**config.mk**
```make
export PLATFORM = sky130hd
export DESIGN_NAME = rdcost_calc
export DESIGN_NICKNAME = d
export VERILOG_FILES = /design/src/rtl/rdcost_pkg.sv /design/src/rtl/rdcost_calc_abs_sum_tree.sv /design/src/rtl/rdcost_calc.sv
export SDC_FILE = /design/constraint.sdc
export NUM_CORES = 1
export LEC_CHECK = 0
export ABC_AREA = 1
export BUFFER_PORTS_ARGS = -buffer_cell sky130_fd_sc_hd__clkbuf_2
export CAP_MARGIN = 40
export CORE_ASPECT_RATIO = 1.5
export CORE_UTILIZATION = 33
export DETAILED_ROUTE_END_ITERATION = 10
export MAX_ROUTING_LAYER = met4
export SLEW_MARGIN = 10
export SYNTH_ARGS = -nofsm -noshare
export SYNTH_HDL_FRONTEND = slang
export SYNTH_SLANG_ARGS = --single-unit
```
**constraint.sdc**
```tcl
create_clock -name clk -period 7.8 [get_ports clk]
set_input_delay 0.78 -clock clk [delete_from_list [all_inputs] [get_ports clk]]
set_output_delay 0.78 -clock clk [all_outputs]
set_load 0.02 [all_outputs]
```
**src/rtl/rdcost_pkg.sv**
```systemverilog
// Shared types, constants and helpers for the rate-distortion cost calculator.
// RDCOST_SAT_EN selects a saturating cost output instead of a wrapping one.
package rdcost_pkg;

    localparam int unsigned NUM_LANES    = 4;
    localparam int unsigned RES_W        = 9;
    localparam int unsigned LAMBDA_SHIFT = 6;
    localparam int unsigned COST_W       = 21;
    localparam int unsigned MIN_LOG2     = 4;
    localparam int unsigned MAX_LOG2     = 12;

    localparam int unsigned LOG2_LANES = $clog2(NUM_LANES);
    localparam int unsigned CNT_W      = MAX_LOG2 - LOG2_LANES + 1;
    localparam int unsigned BEAT_W     = RES_W + LOG2_LANES;
    localparam int unsigned ACC_W      = COST_W;
    localparam int unsigned PROD_W     = 28;

    // The wrapping build only ever observes the low COST_W bits of the sum.
`ifdef RDCOST_SAT_EN
    localparam int unsigned SUM_W = 23;
`else
    localparam int unsigned SUM_W = COST_W;
`endif

    typedef enum logic [2:0] {
        IDLE,
        ACCUM,
        MULT,
        ADD,
        DONE
    } state_t;

    function automatic logic [3:0] clamp_log2(input logic [3:0] log2_in);
        if (log2_in < 4'(MIN_LOG2)) return 4'(MIN_LOG2);
        if (log2_in > 4'(MAX_LOG2)) return 4'(MAX_LOG2);
        return log2_in;
    endfunction

endpackage

```
**src/rtl/rdcost_calc_abs_sum_tree.sv**
```systemverilog
// Per-lane saturating absolute value of signed residuals, summed into one
// beat total.
module abs_sum_tree
    import rdcost_pkg::*;
(
    input  logic [NUM_LANES*RES_W-1:0] res_data,
    output logic [BEAT_W-1:0]          beat_sum
);

    localparam int unsigned MAG_W = RES_W - 1;

    // Only the most negative residual overflows MAG_W bits; clip it to all-ones.
    function automatic logic [MAG_W-1:0] abs_sat(input logic [RES_W-1:0] r);
        logic [RES_W-1:0] m;
        m = r[RES_W-1] ? -r : r;
        return m[RES_W-1] ? '1 : m[MAG_W-1:0];
    endfunction

    always_comb begin
        beat_sum = '0;
        for (int unsigned i = 0; i < NUM_LANES; i++) begin
            beat_sum = beat_sum + BEAT_W'(abs_sat(res_data[i*RES_W +: RES_W]));
        end
    end

endmodule

```
**src/rtl/rdcost_calc.sv**
```systemverilog
// Rate-distortion cost: SAD of the residual stream plus (lambda*rate) >> LAMBDA_SHIFT.
// RDCOST_SAT_EN saturates the cost at all-ones; otherwise it wraps.
module rdcost_calc
    import rdcost_pkg::*;
(
    input  logic                       clk,
    input  logic                       rst,
    input  logic                       start,
    input  logic [3:0]                 blk_size_log2,
    input  logic [15:0]                lambda,
    input  logic [11:0]                rate_bits,
    input  logic                       res_valid,
    output logic                       res_ready,
    input  logic [NUM_LANES*RES_W-1:0] res_data,
    output logic [COST_W-1:0]          rdcost,
    output logic                       rdcost_done,
    output logic                       busy
);

    state_t              state_q, state_d;
    logic [15:0]         lambda_q, lambda_d;
    logic [11:0]         rate_q, rate_d;
    logic [ACC_W-1:0]    acc_q, acc_d;
    logic [CNT_W-1:0]    cnt_q, cnt_d;
    logic [PROD_W-1:0]   prod_q, prod_d;
    logic [SUM_W-1:0]    sum_q, sum_d;
    logic [BEAT_W-1:0]   beat_sum;
    logic [3:0]          size_log2;

    abs_sum_tree u_abs_sum_tree (
        .res_data (res_data),
        .beat_sum (beat_sum)
    );

    always_comb begin
        state_d   = state_q;
        lambda_d  = lambda_q;
        rate_d    = rate_q;
        acc_d     = acc_q;
        cnt_d     = cnt_q;
        prod_d    = prod_q;
        sum_d     = sum_q;
        size_log2 = clamp_log2(blk_size_log2);

        // start overrides every state, including a beat arriving in the same cycle.
        if (start) begin
            state_d  = ACCUM;
            lambda_d = lambda;
            rate_d   = rate_bits;
            acc_d    = '0;
            cnt_d    = CNT_W'(1) << (size_log2 - 4'(LOG2_LANES));
            prod_d   = '0;
            sum_d    = '0;
        end else begin
            case (state_q)
                ACCUM: begin
                    if (res_valid) begin
                        acc_d = acc_q + ACC_W'(beat_sum);
                        cnt_d = cnt_q - 1'b1;
                        if (cnt_q == CNT_W'(1)) state_d = MULT;
                    end
                end
                MULT: begin
                    prod_d  = PROD_W'(lambda_q) * PROD_W'(rate_q);
                    state_d = ADD;
                end
                ADD: begin
                    sum_d   = SUM_W'(acc_q) + SUM_W'(prod_q >> LAMBDA_SHIFT);
                    state_d = DONE;
                end
                DONE:    state_d = IDLE;
                default: state_d = IDLE;
            endcase
        end
    end

    always_ff @(posedge clk or posedge rst) begin
        if (rst) begin
            state_q  <= IDLE;
            lambda_q <= '0;
            rate_q   <= '0;
            acc_q    <= '0;
            cnt_q    <= '0;
            prod_q   <= '0;
            sum_q    <= '0;
        end else begin
            state_q  <= state_d;
            lambda_q <= lambda_d;
            rate_q   <= rate_d;
            acc_q    <= acc_d;
            cnt_q    <= cnt_d;
            prod_q   <= prod_d;
            sum_q    <= sum_d;
        end
    end

    // sum_q is cleared on start and only loaded entering DONE, so rdcost holds
    // the last result until the next candidate begins.
`ifdef RDCOST_SAT_EN
    assign rdcost = (|sum_q[SUM_W-1:COST_W]) ? '1 : sum_q[COST_W-1:0];
`else
    assign rdcost = sum_q;
`endif

    assign res_ready   = (state_q == ACCUM);
    assign busy        = (state_q == ACCUM) || (state_q == MULT) || (state_q == ADD);
    assign rdcost_done = (state_q == DONE);

endmodule

```
==> metrics.yaml, run 1 <==
outcome:
  status: "finished clean"
cells_and_area:
  fill_cells: 4440
  drive_gt1_share_pct: 8.31
  fin_nets: 2329
  final_cell_mix: "594 x nand2_1, 366 x inv_1, 150 x fa_1, 114 x ha_1, 111 x nor2_1"
  area_growth_pct: 9.44
  finalInstanceArea_um2: 15300
  antenna_cells: 0
  final_core_util_pct: 36.9
  mostFrequentLayoutCell: "nand2_1"
die:
  ios: 96
  dieArea_um2: 43200
  num_rows: 91
  initial_utilization_pct: 33.7
  die_x_um: 170
  core_um2: 41400
  die_height_um: 254
sta:
  hold_ws_ps: 425
  rsz0062_at_grt: "no"
  slew_headroom_pct: 39.9
  finalClockSkew_ps: 19.9
  fmax_ghz: 0.169
  fin_crit_sh_pct: 76.0
  worst-slew-pin-transition_ps: 902
  final-hold-violation-count: 0
  fin_crit_ps: 5930
  slew_viol_final: 0
  tns_ps: 0
  setup_viol: 0
clock_network:
  cts_tree: "yes"
  clock_path_buffers: 2
  cts_sinks: 105
  clock_latency_ps: 390
  cts_root_buf: "clkbuf_16"
  cts_setup_buffers: 0
  clkSlewWorstSetupHoldPaths_ps: 90
  cts_buffers: 9
  hold_buffers: 0
  cts_resized: 0
  cts_max_level: 3
synthesis:
  synthTopCellsByArea: "fa_1 22%, dfrtp_1 19%, nand2_1 16%, ha_1 10%, inv_1 9.9%"
  synth-seq-area-share_pct: 18.8
  synth_top_area_share_pct: 21.5
  synth_flop_cell: "dfrtp_1"
  avgSynthCellArea_um2: 7.21
  synth_nets: 2273
  ys_ff_latch: 105
  synth.distinct_cells: 52
  yosysTopAreaCell: "fa_1"
  yosys_warnings: 0
  async_reset_ff_share_pct: 100
  synth_edf_count: 0
  synthCells: 1937
  syn_area_um2: 14000
power:
  p_sw_uw: 2800
  p_sw_share_pct: 56.4
  leakage_uw: 0.00852
  clkPwrFrac_pct: 9.8
  p_int_uw: 2170
  comb_power_share_pct: 74.9
  peakVddDrop_uv: 223
  pwr-share-seq_pct: 15.3
  power.density_nw_per_um2: 325
setup_path:
  critical_path_class: "in2reg"
  r2r_setup_slack_ps: 2270
  crit_fanout: 6
  cp_common_cell: "inv_1"
  cp_data_required_time_ps: 8060
  rr_startpoint: "rate_q[8]$_DFFE_PP0P_"
  reg2reg_depth: 19
  crit_arrival_ps: 6190
  crit-reg2reg-capture: "prod_q[22]$_DFFE_PP0P_"
  worst_setup_path_end_kind: "flip-flop"
  cpPeakStageDelay_ps: 500
  slowest_stage: "fa_1"
  start_kind: "primary input"
routing:
  drc: 0
  via_count: 12400
  viasPerCell: 4.86
  drt.antenna.violating_nets: 0
  routed_wl_mm: 39.6
  firstDrtPassIters: 6
  routedWlPerCell_um: 15.5
  drt-initial-drc-count: 370
flow_run:
  max_cap_viol_count: 0
grt:
  grt_pass1_vias: 13200
  antenna_found_initial: 0
  grt_start_max_net_pins: 42
  grt_pass1_wl_mm: 64.8
  grt_overflow: 0
  grtUsageTotal_pct: 19.9
placed_design:
  postPlaceCellArea_um2: 15000
  place_congestion: 0.919
  post-dp-hpwl_mm: 32.7
  io_buffer_count: 95
worst_hold_path:
  min_path_type: "in2async"
-- synthesized netlist by cell type, types with 19 or more instances --
cell type / count
nor3_1: 28
nand3_1: 63
nor2_1: 111
clkbuf_1: 45
nand4_1: 19
dfrtp_1: 105
o21ai_0: 73
ha_1: 114
a21oi_1: 94
xor2_1: 24
fa_1: 150
inv_1: 367
nand2_1: 594
-- per-stage QoR --
stage                     power (uW)  std cells  setup slack, ps
after floorplan                 3450       1937             2280
after global placement          4460       2539             1620
after detailed placement        4490       2540             1490
after CTS                       5020       2556             1900
after global routing            5580       2556             1080
final                           4970       2556             1870
-- critical path, delay by kind of cell --
family / cells / cell delay (ps)
xor+xnor: 2 / 280
simple gates: 11 / 1580
compound gates: 5 / 1170
buf+inv: 7 / 440
fa+ha+maj: 6 / 1940
-- layout make-up --
cell class                 count  area [um2]  share of cell area, %
tap                          558         698                   4.57
multi-input combinational   1398        9680                   63.3
clock buffer                   9         225                   1.47
timing repair buffer         105         563                   3.68
inverter                     374        1410                   9.20
clock inverter                 7        83.8                  0.549
sequential                   105        2630                   17.2
-- logic make-up (layout without fill, tap and decap cells) --
group / Yosys count / after routing / share of synthesized area [%]
buffers and inverters: 434 / 495 / 11.9
adders and majority gates: 264 / 264 / 31.7
DFF: 105 / 105 / 18.8
and+or+nand+nor: 856 / 856 / 25.4
AOI/OAI and AO/OA: 242 / 242 / 9.95
xor gates and xnor gates: 36 / 36 / 2.26
-- power groups by stage --
stage	registers [uW]	logic, uW	clock network [uW]
2_1_floorplan	684	2770	0
3_3_place_gp	771	3690	0
3_5_place_dp	772	3720	0
4_1_cts	762	3750	508
5_1_grt	769	4290	524
6_report	760	3720	488
-- worst max-delay path by stage --
stage | depth (start not counted) | endpoint | slack, ps | startpoint
2_1_floorplan | 33 | acc_q[15]$_DFFE_PP0P_ | 2280 | res_data[9]
3_3_place_gp | 31 | acc_q[20]$_DFFE_PP0P_ | 1620 | res_data[9]
3_5_place_dp | 31 | acc_q[20]$_DFFE_PP0P_ | 1490 | res_data[9]
4_1_cts | 31 | acc_q[20]$_DFFE_PP0P_ | 1900 | res_data[9]
5_1_grt | 31 | acc_q[20]$_DFFE_PP0P_ | 1080 | res_data[9]
6_report | 31 | acc_q[20]$_DFFE_PP0P_ | 1870 | res_data[9]
-- state kept, by name, summed over array words and instances (netlist names) --
register,flops
acc_q,21
rate_q,12
cnt_q,11
rdcost,21
lambda_q,16
state_q,3
prod_q,21
-- per-layer routing --
layer | wire length [um] | GRT usage [%]
met2 | 21500 | 37.6
met5 | 0 | -
met3 | 1180 | 2.62
met1 | 14300 | 18.5
met4 | 2640 | 13.2
No activity file was read; power rests on OpenSTA's default activity.
==> run 2, diff against run 1 <==
==> constraint.sdc (replaced) <==
create_clock -name clk -period 5.05 [get_ports clk]
set_input_delay 0.505 -clock clk [delete_from_list [all_inputs] [get_ports clk]]
set_output_delay 0.505 -clock clk [all_outputs]
set_load 0.02 [all_outputs]
==> run 2 against run 1 <==
Against the previous run:
- hold slack got worse by 340 ps
- combinational power grew 98%
- clock power up 48%
- first-iteration DRC count grew 31%
- via count is 2.5% higher
- largest power group unchanged
- highest routed layer unchanged
==> metrics.yaml, run 2 (same netlist as run 1, synthesis figures left out) <==
placed_design:
  place_congestion: 0.943
  postPlaceCellArea_um2: 15900
  io_buffer_count: 95
  place_worst_setup_slack_ps: -529
  post-dp-hpwl_mm: 33.7
power:
  power_uw: 9190
  peakVddDrop_uv: 337
  power.density_nw_per_um2: 548
  leakage_uw: 0.00918
setup_path:
  reg2reg_depth: 17
  crit-reg2reg-capture: "prod_q[23]$_DFFE_PP0P_"
  slowest_stage: "fa_1"
  crit_arrival_ps: 5360
  cp-startpoint: "res_data[1]"
  rr_startpoint: "rate_q[8]$_DFFE_PP0P_"
  cp-endpoint: "acc_q[17]$_DFFE_PP0P_"
  cp_data_required_time_ps: 5370
  start_kind: "primary input"
  r2r_setup_slack_ps: 240
  cpPeakStageDelay_ps: 560
  worst_setup_path_end_kind: "flip-flop"
  crit_fanout: 4
  critical_path_class: "in2reg"
sta:
  rsz0062_at_grt: "yes"
  slew_headroom_pct: 39.7
  finalClockSkew_ps: 12.6
  slew_viol_final: 0
  setup_ws_ps: 10.1
  final-hold-violation-count: 0
  worst-slew-pin-transition_ps: 903
  fmax_ghz: 0.198
  fin_crit_sh_pct: 99.8
  hold_ws_ps: 80.4
  setup_viol: 0
  fin_crit_ps: 5040
grt:
  grtUsageTotal_pct: 20.0
  antenna_found_initial: 1
  grt_pass1_wl_mm: 65.8
  grt_pass1_vias: 13500
  grt_overflow: 0
  grt_start_max_net_pins: 55
clock_network:
  cts_max_level: 3
  cts_sinks: 105
  cts_tree: "yes"
  clock_path_buffers: 2
  cts_root_buf: "clkbuf_16"
  clock_latency_ps: 380
  clkSlewWorstSetupHoldPaths_ps: 80
  hold_buffers: 0
  cts_buffers: 9
routing:
  drt.antenna.violating_nets: 0
  drc: 0
  routed_wl_mm: 40.0
  firstDrtPassIters: 5
  viasPerCell: 4.73
  via_count: 12700
  routedWlPerCell_um: 14.9
  drt-initial-drc-count: 483
die:
  ios: 96
  num_rows: 91
  die_height_um: 254
  dieArea_um2: 43200
  die_x_um: 170
  initial_utilization_pct: 33.7
  core_um2: 41400
outcome:
  status: "finished clean"
worst_hold_path:
  min_path_type: "in2async"
cells_and_area:
  final_cell_mix: "581 x nand2_1, 353 x inv_1, 148 x fa_1, 139 x buf_4, 105 x nor2_1"
  mostFrequentLayoutCell: "nand2_1"
  fill_cells: 4408
  regArea_um2: 2640
  fin_nets: 2462
  final_core_util_pct: 40.5
  multi_input_area_um2: 10100
  drive_gt1_share_pct: 18.3
  finalInstanceArea_um2: 16800
  area_growth_pct: 20.1
flow_run:
  max_cap_viol_count: 0
[run 2: changes by cell type in the layout (fill, tap and decap cells not counted), sizes merged]
cell / delta
inv: -3
clkinv: -1
diode: +1
clkbuf: -1
buf: +137
clkinvlp: +1
[run 2: stage by stage]
step                      std cells  TNS [ps]
after floorplan                1937         0
after global placement         2654     -3300
after detailed placement       2654     -5480
after CTS                      2671         0
after global routing           2690     -2310
final                          2690         0
[run 2: cell type report]
class	count	share of cell area (%)
Clock inverter	4	0.157
Inverter	374	8.49
Sequential cell	105	15.7
Clock buffer	12	1.53
Multi-Input combinational cell	1398	60.2
Timing Repair Buffer	238	9.67
Tap cell	558	4.16
Antenna cell	1	0.0149
[run 2: timing repair]
action	4_1_cts	5_1_grt
gates cloned	0	0
setup endpoints to repair	9	28
resized for setup	2	121
setup buffers	1	18
pin swaps	4	53
[run 2: worst min path at each step]
stage | start | endpoint | slack [ps]
6_report | rst | lambda_q[5]$_DFFE_PP0P_ | 80
5_1_grt | rst | lambda_q[5]$_DFFE_PP0P_ | 110
4_1_cts | rst | lambda_q[5]$_DFFE_PP0P_ | 90
3_5_place_dp | prod_q[23]$_DFFE_PP0P_ | prod_q[23]$_DFFE_PP0P_ | 480
3_3_place_gp | rdcost[6]$_DFFE_PP0P_ | rdcost[6]$_DFFE_PP0P_ | 470
2_1_floorplan | prod_q[19]$_DFFE_PP0P_ | prod_q[19]$_DFFE_PP0P_ | 450
[run 2: critical path: cells and delay by family]
| family | cells | cell delay [ps] |
|---|---|---|
| AO/OA/AOI/OAI | 8 | 1030 |
| XOR/XNOR | 1 | 100 |
| adder cells (fa/ha/maj) | 5 | 1680 |
| buffers and inverters | 7 | 490 |
| AND/OR/NAND/NOR | 13 | 1500 |
[run 2: metal layers]
| layer | up-vias | global-route usage, % | routed length, um |
|---|---|---|---|
| met3 | 80 | 1.53 | 811 |
| met1 | 6091 | 19.8 | 15100 |
| met4 | 0 | 8.65 | 1530 |
| li1 | 6364 | - | - |
| met2 | 195 | 39.4 | 22600 |
| met5 | - | - | 0 |
[run 2: power by group]
| part | internal (uW) | switching, uW |
|---|---|---|
| combinational | 3240 | 4130 |
| sequential | 957 | 144 |
| clock | 363 | 358 |
